`src/rtl/uart_rx_param.sv`:
```
// Oversampling UART receiver: 2-flop synchroniser, idle qualification, mid-bit sampling.
// Build macro UART_RX_PARITY_EN adds a parity bit between data and stop (sense from ODD_PARITY).
module uart_rx_param #(
  parameter int CLK_DIV    = 5000,
  parameter int DATA_BITS  = 8,
  parameter int IDLE_BITS  = 12,
  parameter int ODD_PARITY = 0
) (
  input  logic                 clk,
  input  logic                 res,
  input  logic                 RX,
  output logic [DATA_BITS-1:0] data_out,
  output logic                 en_data_out,
  output logic                 frame_err,
  output logic                 parity_err,
  output logic                 busy
);
  localparam int CW = $clog2(CLK_DIV);
  localparam int BW = $clog2(DATA_BITS + 1);
  localparam int IW = $clog2(IDLE_BITS + 1);

  if (CLK_DIV < 8 || DATA_BITS < 5 || DATA_BITS > 9 || IDLE_BITS < 1 ||
      ODD_PARITY < 0 || ODD_PARITY > 1) begin : g_bad_param
    $error("uart_rx_param: illegal parameter value");
  end

`ifdef UART_RX_PARITY_EN
  typedef enum logic [2:0] {WAIT_IDLE, IDLE, START, DATA, PARITY, STOP} state_t;
`else
  typedef enum logic [2:0] {WAIT_IDLE, IDLE, START, DATA, STOP} state_t;
`endif

  state_t               state_q, state_d;
  logic [1:0]           sync_q;
  logic                 rx_s, rx_prev_q;
  logic [CW-1:0]        cnt_q, cnt_d;
  logic [IW-1:0]        idle_q, idle_d;
  logic [BW-1:0]        bit_q, bit_d;
  logic [DATA_BITS-1:0] sh_q, sh_d, dout_q, dout_d;
  logic                 en_q, en_d, ferr_q, ferr_d, perr_q, perr_d;
  logic                 tick;
`ifdef UART_RX_PARITY_EN
  logic                 pbad_q, pbad_d;
`endif

  assign rx_s = sync_q[1];

  always_ff @(posedge clk or posedge res) begin
    if (res) begin
      sync_q    <= 2'b11;
      rx_prev_q <= 1'b1;
      state_q   <= WAIT_IDLE;
      cnt_q     <= '0;
      idle_q    <= '0;
      bit_q     <= '0;
      sh_q      <= '0;
      dout_q    <= '0;
      en_q      <= 1'b0;
      ferr_q    <= 1'b0;
      perr_q    <= 1'b0;
`ifdef UART_RX_PARITY_EN
      pbad_q    <= 1'b0;
`endif
    end else begin
      sync_q    <= {sync_q[0], RX};
      rx_prev_q <= rx_s;
      state_q   <= state_d;
      cnt_q     <= cnt_d;
      idle_q    <= idle_d;
      bit_q     <= bit_d;
      sh_q      <= sh_d;
      dout_q    <= dout_d;
      en_q      <= en_d;
      ferr_q    <= ferr_d;
      perr_q    <= perr_d;
`ifdef UART_RX_PARITY_EN
      pbad_q    <= pbad_d;
`endif
    end
  end

  always_comb begin
    state_d = state_q;
    cnt_d   = cnt_q;
    idle_d  = idle_q;
    bit_d   = bit_q;
    sh_d    = sh_q;
    dout_d  = dout_q;
    en_d    = 1'b0;
    ferr_d  = 1'b0;
    perr_d  = 1'b0;
`ifdef UART_RX_PARITY_EN
    pbad_d  = pbad_q;
`endif
    tick    = (cnt_q == CW'(CLK_DIV - 1));
    case (state_q)
      WAIT_IDLE: begin
        // any low sample restarts the whole idle qualification
        if (!rx_s) begin
          cnt_d  = '0;
          idle_d = '0;
        end else begin
          cnt_d = tick ? '0 : cnt_q + 1'b1;
          if (tick) begin
            if (idle_q == IW'(IDLE_BITS - 1)) begin
              idle_d  = '0;
              state_d = IDLE;
            end else begin
              idle_d = idle_q + 1'b1;
            end
          end
        end
      end
      IDLE: begin
        if (rx_prev_q && !rx_s) begin
          cnt_d   = '0;
          state_d = START;
        end
      end
      START: begin
        if (cnt_q == CW'(CLK_DIV / 2 - 1)) begin
          cnt_d   = '0;
          bit_d   = '0;
          state_d = rx_s ? IDLE : DATA;
        end else begin
          cnt_d = cnt_q + 1'b1;
        end
      end
      DATA: begin
        cnt_d = tick ? '0 : cnt_q + 1'b1;
        if (tick) begin
          sh_d = {rx_s, sh_q[DATA_BITS-1:1]};
          if (bit_q == BW'(DATA_BITS - 1)) begin
`ifdef UART_RX_PARITY_EN
            state_d = PARITY;
`else
            state_d = STOP;
`endif
          end else begin
            bit_d = bit_q + 1'b1;
          end
        end
      end
`ifdef UART_RX_PARITY_EN
      PARITY: begin
        cnt_d = tick ? '0 : cnt_q + 1'b1;
        if (tick) begin
          pbad_d  = ((^sh_q) ^ rx_s) != (ODD_PARITY != 0);
          state_d = STOP;
        end
      end
`endif
      STOP: begin
        cnt_d = tick ? '0 : cnt_q + 1'b1;
        if (tick) begin
          if (rx_s) begin
            dout_d  = sh_q;
            en_d    = 1'b1;
`ifdef UART_RX_PARITY_EN
            perr_d  = pbad_q;
`endif
            state_d = IDLE;
          end else begin
            ferr_d  = 1'b1;
            state_d = WAIT_IDLE;
          end
        end
      end
      default: state_d = WAIT_IDLE;
    endcase
  end

  assign data_out    = dout_q;
  assign en_data_out = en_q;
  assign frame_err   = ferr_q;
  assign parity_err  = perr_q;
  assign busy        = (state_q != WAIT_IDLE) && (state_q != IDLE);
endmodule

```
`config.mk`:
```
export PLATFORM = sky130hd
export DESIGN_NAME = uart_rx_param
export DESIGN_NICKNAME = d
export VERILOG_FILES = /design/src/rtl/uart_rx_param.sv
export SDC_FILE = /design/constraint.sdc
export NUM_CORES = 1
export LEC_CHECK = 0
export CAP_MARGIN = 10
export CORE_UTILIZATION = 52
export CTS_CLUSTER_DIAMETER = 60
export DETAILED_ROUTE_END_ITERATION = 8
export PLACE_DENSITY = 0.71
export SLEW_MARGIN = 20
export SYNTH_ARGS = -nofsm -noshare
export SYNTH_HDL_FRONTEND = slang
export SYNTH_SLANG_ARGS = --single-unit
```
`constraint.sdc`:
```
create_clock -name clk -period 3.85 [get_ports clk]
set_input_delay 1.155 -clock clk [delete_from_list [all_inputs] [get_ports clk]]
set_output_delay 1.155 -clock clk [all_outputs]
set_load 0.05 [all_outputs]
```
==> flow_metrics.py, run 1 <==
metrics = {
    "status": {
        "outcome": "finished clean",
    },
    "grt": {
        "grt_overflow_total": 0,
        "grt_use_met3_pct": 4.50,
        "grt_pass1_wl_mm": 7.46,
        "grt_use_total_pct": 22.5,
        "use_met1_pct": 28.8,
        "grt-busiest-layer": "met2",
        "grt_max_degree": 46,
        "antenna_found_initial": 0,
        "grt_pass1_vias": 1568,
        "gr-usage-met2_pct": 35.9,
    },
    "layout": {
        "diodes": 0,
        "final_cell_count_no_fill": 273,
        "fin_util_pct": 62.0,
        "area.growth.synth_to_final_pct": 11.0,
        "fin_area_um2": 2550,
        "final_net_count": 229,
        "drive_gt1_share_pct": 15.7,
    },
    "synth": {
        "synth_xor_area_share_pct": 1.52,
        "synth-simple-area-share_pct": 20.8,
        "synth-compound-area-share_pct": 15.2,
        "async_reset_ff_share_pct": 100,
        "yosys-top-cells-area": "dfrtp_1 46%, mux2_1 3.9%, mux2_2 3.9%, dfstp_2 3.4%, nand3_1 3.0%",
        "synthAdderAreaFrac_pct": 2.18,
        "syn-cell-area_um2": 2300,
        "synth_cells": 209,
        "muxShareOfSynthArea_pct": 7.84,
        "synth_ff_type": "dfrtp_1",
        "synth_edf_count": 0,
        "avgSynthCellArea_um2": 11.0,
        "synth_fp_nets": 216,
        "synth_seq_cells": 45,
        "yosysTopAreaCell": "dfrtp_1",
        "synth_top_family_by_area": "simple AND/OR/NAND/NOR gates",
        "yosysSeqAreaShare_pct": 49.2,
        "ys_warn_count": 0,
        "synthDistinctLibCells": 52,
        "yosysTopAreaCellShare_pct": 45.7,
    },
    "die": {
        "start_util_pct": 55.9,
        "die-area_um2": 4690,
        "die_x_um": 68.5,
        "core_area_um2": 4120,
        "rows": 23,
        "die_height_um": 68.5,
        "pin_count": 15,
    },
    "placed_design": {
        "dpl.cell_count": 265,
        "place_area_um2": 2450,
        "io_buffers": 13,
        "dpl_worst_slack_ps": 1180,
        "place.gp.congestion": 0.841,
        "hpwl_mm": 3.13,
    },
    "route": {
        "wire_per_inst_um": 16.1,
        "via_per_inst": 6.08,
        "wl_mm": 4.39,
        "route.vias.total": 1661,
        "drt_iter0_markers": 73,
        "drtPass1Iterations": 4,
        "final_antenna_net_count": 0,
        "drcViolationCount": 0,
    },
    "cts": {
        "cts.clk_slew.worst_paths_ps": 80,
        "cts.htree.levels": 2,
        "cts_setup_buffers": 0,
        "worstSkewPairLatency_ps": 310,
        "cts_root_buf": "clkbuf_8",
        "numClockSinks": 45,
        "cts_tree": "done",
        "holdBufCountCts": 0,
        "post_cts_resized": 0,
        "cts_buffers": 5,
        "cts_max_path_buffers": 2,
    },
    "timing": {
        "fin_crit_ps": 3010,
        "slew_viol_final": 0,
        "finalSetupTns_ps": 0,
        "finalClockSkew_ps": 10.4,
        "max_slew_margin_pct": 61.9,
        "finalHoldViolations": 0,
        "finalWorstSetupSlack_ps": 839,
        "worst_pin_slew_ps": 570,
        "fin_crit_sh_pct": 78.2,
        "fmax_mhz": 332,
        "rsz0062_at_grt": "false",
        "setup_viol": 0,
        "timing.hold.ws_ps": 365,
    },
    "critical_path": {
        "cp.arrival_ps": 1860,
        "cp-end-kind": "output port",
        "ff2ff_setup_slack_ps": 1680,
        "crit_path_start": "state_q[1]$_DFFE_PP0P_",
        "critical-path-max-stage-delay_ps": 790,
        "path_depth": 3,
        "cp_top_family": "buffers and inverters",
        "critPathKind": "reg2out",
        "rr_startpoint": "cnt_q[0]$_DFFE_PP0P_",
        "cp-start-kind": "flop",
        "cpMaxStageDelayCell": "clkdlybuf4s50_1",
        "cp_cell_sequence": "nor2_1 -> inv_1 -> clkdlybuf4s50_1",
        "path_max_fanout": 12,
        "path_buf_inv": 2,
        "crit_end": "busy",
        "reg2reg_depth": 7,
        "required_ps": 2690,
        "r2r_end": "state_q[0]$_DFFE_PP0P_",
    },
    "pwr": {
        "p_leak_nw": 1.20,
        "p_per_area_nw_per_um2": 324,
        "irDropWorstVdd_mv": 0.290,
        "power_uw": 827,
    },
    "min_path": {
        "hp-class": "reg2reg",
    },
    "flow_run": {
        "cap_violations": 0,
    },
}
layer usage:
metal  part of all wire (%)  vias to the layer above
met5                      0                        -
met4                    2.5                        0
met3                    3.8                       10
met2                     49                       38
met1                     44                      824
li1                       -                      789
registers in the layout, summed over array words and instances (netlist names):
signal / cells
idle_q: 4
en_data_out: 1
sync_q: 2
state_q: 3
bit_q: 4
data_out: 8
sh_q: 8
rx_prev_q: 1
frame_err: 1
cnt_q: 13
worst min-delay path by stage:
stage | to | cells past startpoint | start | slack (ps)
after detailed placement | sync_q[1]$_DFF_PP1_ | 0 | sync_q[0]$_DFF_PP1_ | 350
after global placement | sync_q[1]$_DFF_PP1_ | 0 | sync_q[0]$_DFF_PP1_ | 350
final | sync_q[1]$_DFF_PP1_ | 0 | sync_q[0]$_DFF_PP1_ | 360
after global routing | sync_q[1]$_DFF_PP1_ | 0 | sync_q[0]$_DFF_PP1_ | 370
after floorplan | sync_q[1]$_DFF_PP1_ | 0 | sync_q[0]$_DFF_PP1_ | 350
after CTS | sync_q[1]$_DFF_PP1_ | 0 | sync_q[0]$_DFF_PP1_ | 370
placed cells by master, fill, tap and decap left out, types with 2 or more instances in the layout:
master,Yosys,routed
a21o_1,5,5
a21oi_1,6,6
a22o_1,3,3
and3_1,8,8
clkbuf_8,0,6
clkdlybuf4s50_1,0,13
dfrtp_1,42,42
dfstp_2,3,3
ha_1,4,4
inv_1,7,7
mux2_1,8,8
mux2_2,8,8
nand2_1,17,17
nand2b_1,2,2
nand3_1,14,14
nand3_2,2,2
nand4_1,4,4
nor2_1,11,11
nor3_1,5,5
nor3b_1,2,2
o21ai_0,8,8
o21ai_1,5,5
o22ai_1,3,3
o311ai_2,4,4
o41ai_2,2,2
or3_1,3,3
xnor2_1,3,3
cells in the mapped netlist, drive strengths merged, types with 3 or more instances:
library cell / instances
and3: 8
o22ai: 3
nand3: 16
or3: 3
ha: 4
nand4: 5
o311ai: 4
o21ai: 13
a22o: 3
mux2: 16
a21oi: 6
buf: 7
nand2: 19
nor2: 12
a21o: 5
dfstp: 3
inv: 7
nor3: 5
dfrtp: 42
xnor2: 3
cells by family (layout without fill, tap and decap cells):
| kind of cell | Yosys count | after routing |
|---|---|---|
| and+or+nand+nor | 81 | 81 |
| adders and majority gates | 4 | 4 |
| DFF | 45 | 45 |
| buffers and inverters | 15 | 29 |
| AOI/OAI and AO/OA | 43 | 43 |
| muxes | 16 | 16 |
| other | 1 | 1 |
| xor gates and xnor gates | 4 | 4 |
worst register-to-register path, stage by stage (launching register included):
cell and delay (ps):
dfrtp_1 450, ha_1 250, and4bb_1 230, nand3_2 150
o21ai_1 320, nand4_1 230, a31o_1 270, a21o_1 180
layout make-up:
| type | instances | area, µm² |
|---|---|---|
| multi-input cells | 149 | 1100 |
| clock buffers | 6 | 82.6 |
| well taps | 50 | 62.6 |
| fillers | 336 | 1560 |
| flip-flops and latches | 45 | 1130 |
| inverters | 7 | 26.3 |
| repair buffers | 14 | 138 |
| clock inverters | 2 | 16.3 |
power breakdown:
part | switching (mW) | leakage, nW | internal, mW
combinational | 0.0213 | 0.540 | 0.00870
sequential | 0.00644 | 0.616 | 0.478
clock | 0.165 | 0.0478 | 0.148
total | 0.193 | 1.20 | 0.634
No activity file was read; power rests on OpenSTA's default activity.
==> inputs of run 2 (changes only) <==
==> constraint.sdc (replaced) <==
create_clock -name clk -period 2.92 [get_ports clk]
set_input_delay 0.876 -clock clk [delete_from_list [all_inputs] [get_ports clk]]
set_output_delay 0.876 -clock clk [all_outputs]
set_load 0.05 [all_outputs]
==> run 2 against run 1 <==
Against the previous run: clock skew is 3.2 ps lower; clock power is 37% higher; global-route usage is 0.56 points lower; largest power group unchanged; non-clock buffer count stayed put; setup slack worse by 640 ps; total power is 34% higher; first-iteration DRC count is 29% higher; combinational power is 32% higher; routed wire length is 1.4% lower; final cell count stayed put; cell area is 0.24% higher.
==> flow_metrics.py, run 2 (same netlist as run 1, synthesis figures left out) <==
metrics = {
    "status": {
        "outcome": "finished clean",
    },
    "cts": {
        "post_cts_resized": 0,
        "cts_tree": "done",
        "cts_buffers": 5,
        "cts_setup_buffers": 0,
        "cts.clk_slew.worst_paths_ps": 80,
        "holdBufCountCts": 0,
        "cts_max_path_buffers": 2,
        "numClockSinks": 45,
        "cts_root_buf": "clkbuf_8",
        "cts.htree.levels": 2,
        "worstSkewPairLatency_ps": 300,
    },
    "route": {
        "via_per_inst": 6.00,
        "drt_iter0_markers": 94,
        "wire_per_inst_um": 15.9,
        "drtPass1Iterations": 4,
        "wl_mm": 4.33,
        "route.vias.total": 1639,
        "final_antenna_net_count": 0,
        "drcViolationCount": 0,
    },
    "critical_path": {
        "crit_path_start": "state_q[1]$_DFFE_PP0P_",
        "cp_top_family": "buffers and inverters",
        "cp.arrival_ps": 1850,
        "path_depth": 3,
        "reg2reg_depth": 7,
        "rr_startpoint": "cnt_q[0]$_DFFE_PP0P_",
        "ff2ff_setup_slack_ps": 700,
        "critPathKind": "reg2out",
        "path_max_fanout": 12,
        "r2r_end": "state_q[0]$_DFFE_PP0P_",
        "crit_end": "busy",
        "cp_cell_sequence": "nor2_1 -> inv_1 -> clkdlybuf4s50_1",
        "cp-end-kind": "output port",
        "cpMaxStageDelayCell": "clkdlybuf4s50_1",
        "cp-start-kind": "flop",
        "required_ps": 2040,
        "critical-path-max-stage-delay_ps": 800,
        "path_buf_inv": 2,
    },
    "timing": {
        "worst_pin_slew_ps": 553,
        "fin_crit_ps": 2730,
        "finalClockSkew_ps": 7.16,
        "fin_crit_sh_pct": 93.3,
        "finalHoldViolations": 0,
        "finalWorstSetupSlack_ps": 194,
        "finalSetupTns_ps": 0,
        "max_slew_margin_pct": 63.1,
        "fmax_mhz": 367,
        "slew_viol_final": 0,
        "rsz0062_at_grt": "false",
        "setup_viol": 0,
    },
    "layout": {
        "area.growth.synth_to_final_pct": 11.3,
        "largest_reg_flops": 13,
        "final_net_count": 229,
        "drive_gt1_share_pct": 15.7,
        "top_register": "cnt_q",
        "layout_commonest_cell": "dfrtp_1",
        "fin_area_um2": 2560,
        "diodes": 0,
        "fillers": 323,
        "mostFrequentLayoutCells": "42 x dfrtp_1, 17 x nand2_1, 14 x nand3_1",
        "regArea_um2": 1130,
        "multi_input_area_um2": 1100,
    },
    "die": {
        "rows": 23,
        "die_x_um": 68.5,
        "die_height_um": 68.5,
        "die-area_um2": 4690,
        "start_util_pct": 55.9,
        "pin_count": 15,
        "core_area_um2": 4120,
    },
    "pwr": {
        "irDropWorstVdd_mv": 0.375,
        "power_mw": 1.11,
        "p_leak_nw": 1.21,
        "p_per_area_nw_per_um2": 433,
    },
    "placed_design": {
        "io_buffers": 13,
        "place.gp.congestion": 0.882,
        "place_area_um2": 2450,
        "dpl_worst_slack_ps": 527,
        "hpwl_mm": 3.13,
    },
    "grt": {
        "grt_pass1_wl_mm": 7.48,
        "grt_use_total_pct": 22.0,
        "grt_max_degree": 46,
        "grt_pass1_vias": 1653,
        "grt_overflow_total": 0,
        "antenna_found_initial": 0,
    },
    "flow_run": {
        "cap_violations": 0,
    },
    "min_path": {
        "hp-class": "reg2reg",
    },
}
## run 2: cell count changes in the layout (fill, tap and decap cells not counted), sizes merged
cell,change
clkbuf,+1
clkinvlp,-1
## run 2: cell type report
| cell class | instances | area share [%] |
|---|---|---|
| inverter | 7 | 1.03 |
| clock inverter | 1 | 0.342 |
| multi-input combinational | 149 | 42.9 |
| timing repair buffer | 14 | 5.38 |
| clock buffer | 7 | 3.77 |
| sequential | 45 | 44.2 |
| tap | 50 | 2.45 |
## run 2: routing by layer
metal / vias to the layer above / part of all wire [%] / GRT usage, %
li1: 791 / - / -
met1: 815 / 46 / 27.3
met2: 27 / 50 / 37.3
met3: 6 / 3.0 / 5.67
met4: 0 / 1.2 / 6.51
met5: - / 0 / 0
## run 2: how the worst min path moves through the flow
stage | startpoint | endpoint | slack, ps | cells past startpoint
after detailed placement | sync_q[0]$_DFF_PP1_ | sync_q[1]$_DFF_PP1_ | 350 | 0
after CTS | sync_q[0]$_DFF_PP1_ | sync_q[1]$_DFF_PP1_ | 360 | 0
after global placement | sync_q[0]$_DFF_PP1_ | sync_q[1]$_DFF_PP1_ | 350 | 0
final | sync_q[0]$_DFF_PP1_ | sync_q[1]$_DFF_PP1_ | 370 | 0
after floorplan | sync_q[0]$_DFF_PP1_ | sync_q[1]$_DFF_PP1_ | 350 | 0
after global routing | sync_q[0]$_DFF_PP1_ | sync_q[1]$_DFF_PP1_ | 360 | 0
## run 2: power by group
group,internal (mW),leakage [nW],total (mW),switching [mW]
Clock,0.218,0.0549,0.428,0.210
Combinational,0.0115,0.540,0.0395,0.0280
Sequential,0.630,0.616,0.639,0.00942
## run 2: per-stage QoR
| step | hold slack, ps | util, % | std cells |
|---|---|---|---|
| after floorplan | 345 | - | 209 |
| after global placement | 346 | 59.6 | 265 |
| after detailed placement | 353 | 59.6 | 265 |
| after CTS | 365 | 62.1 | 273 |
| after global routing | 361 | 62.1 | 273 |
| final | 367 | 62.1 | 273 |
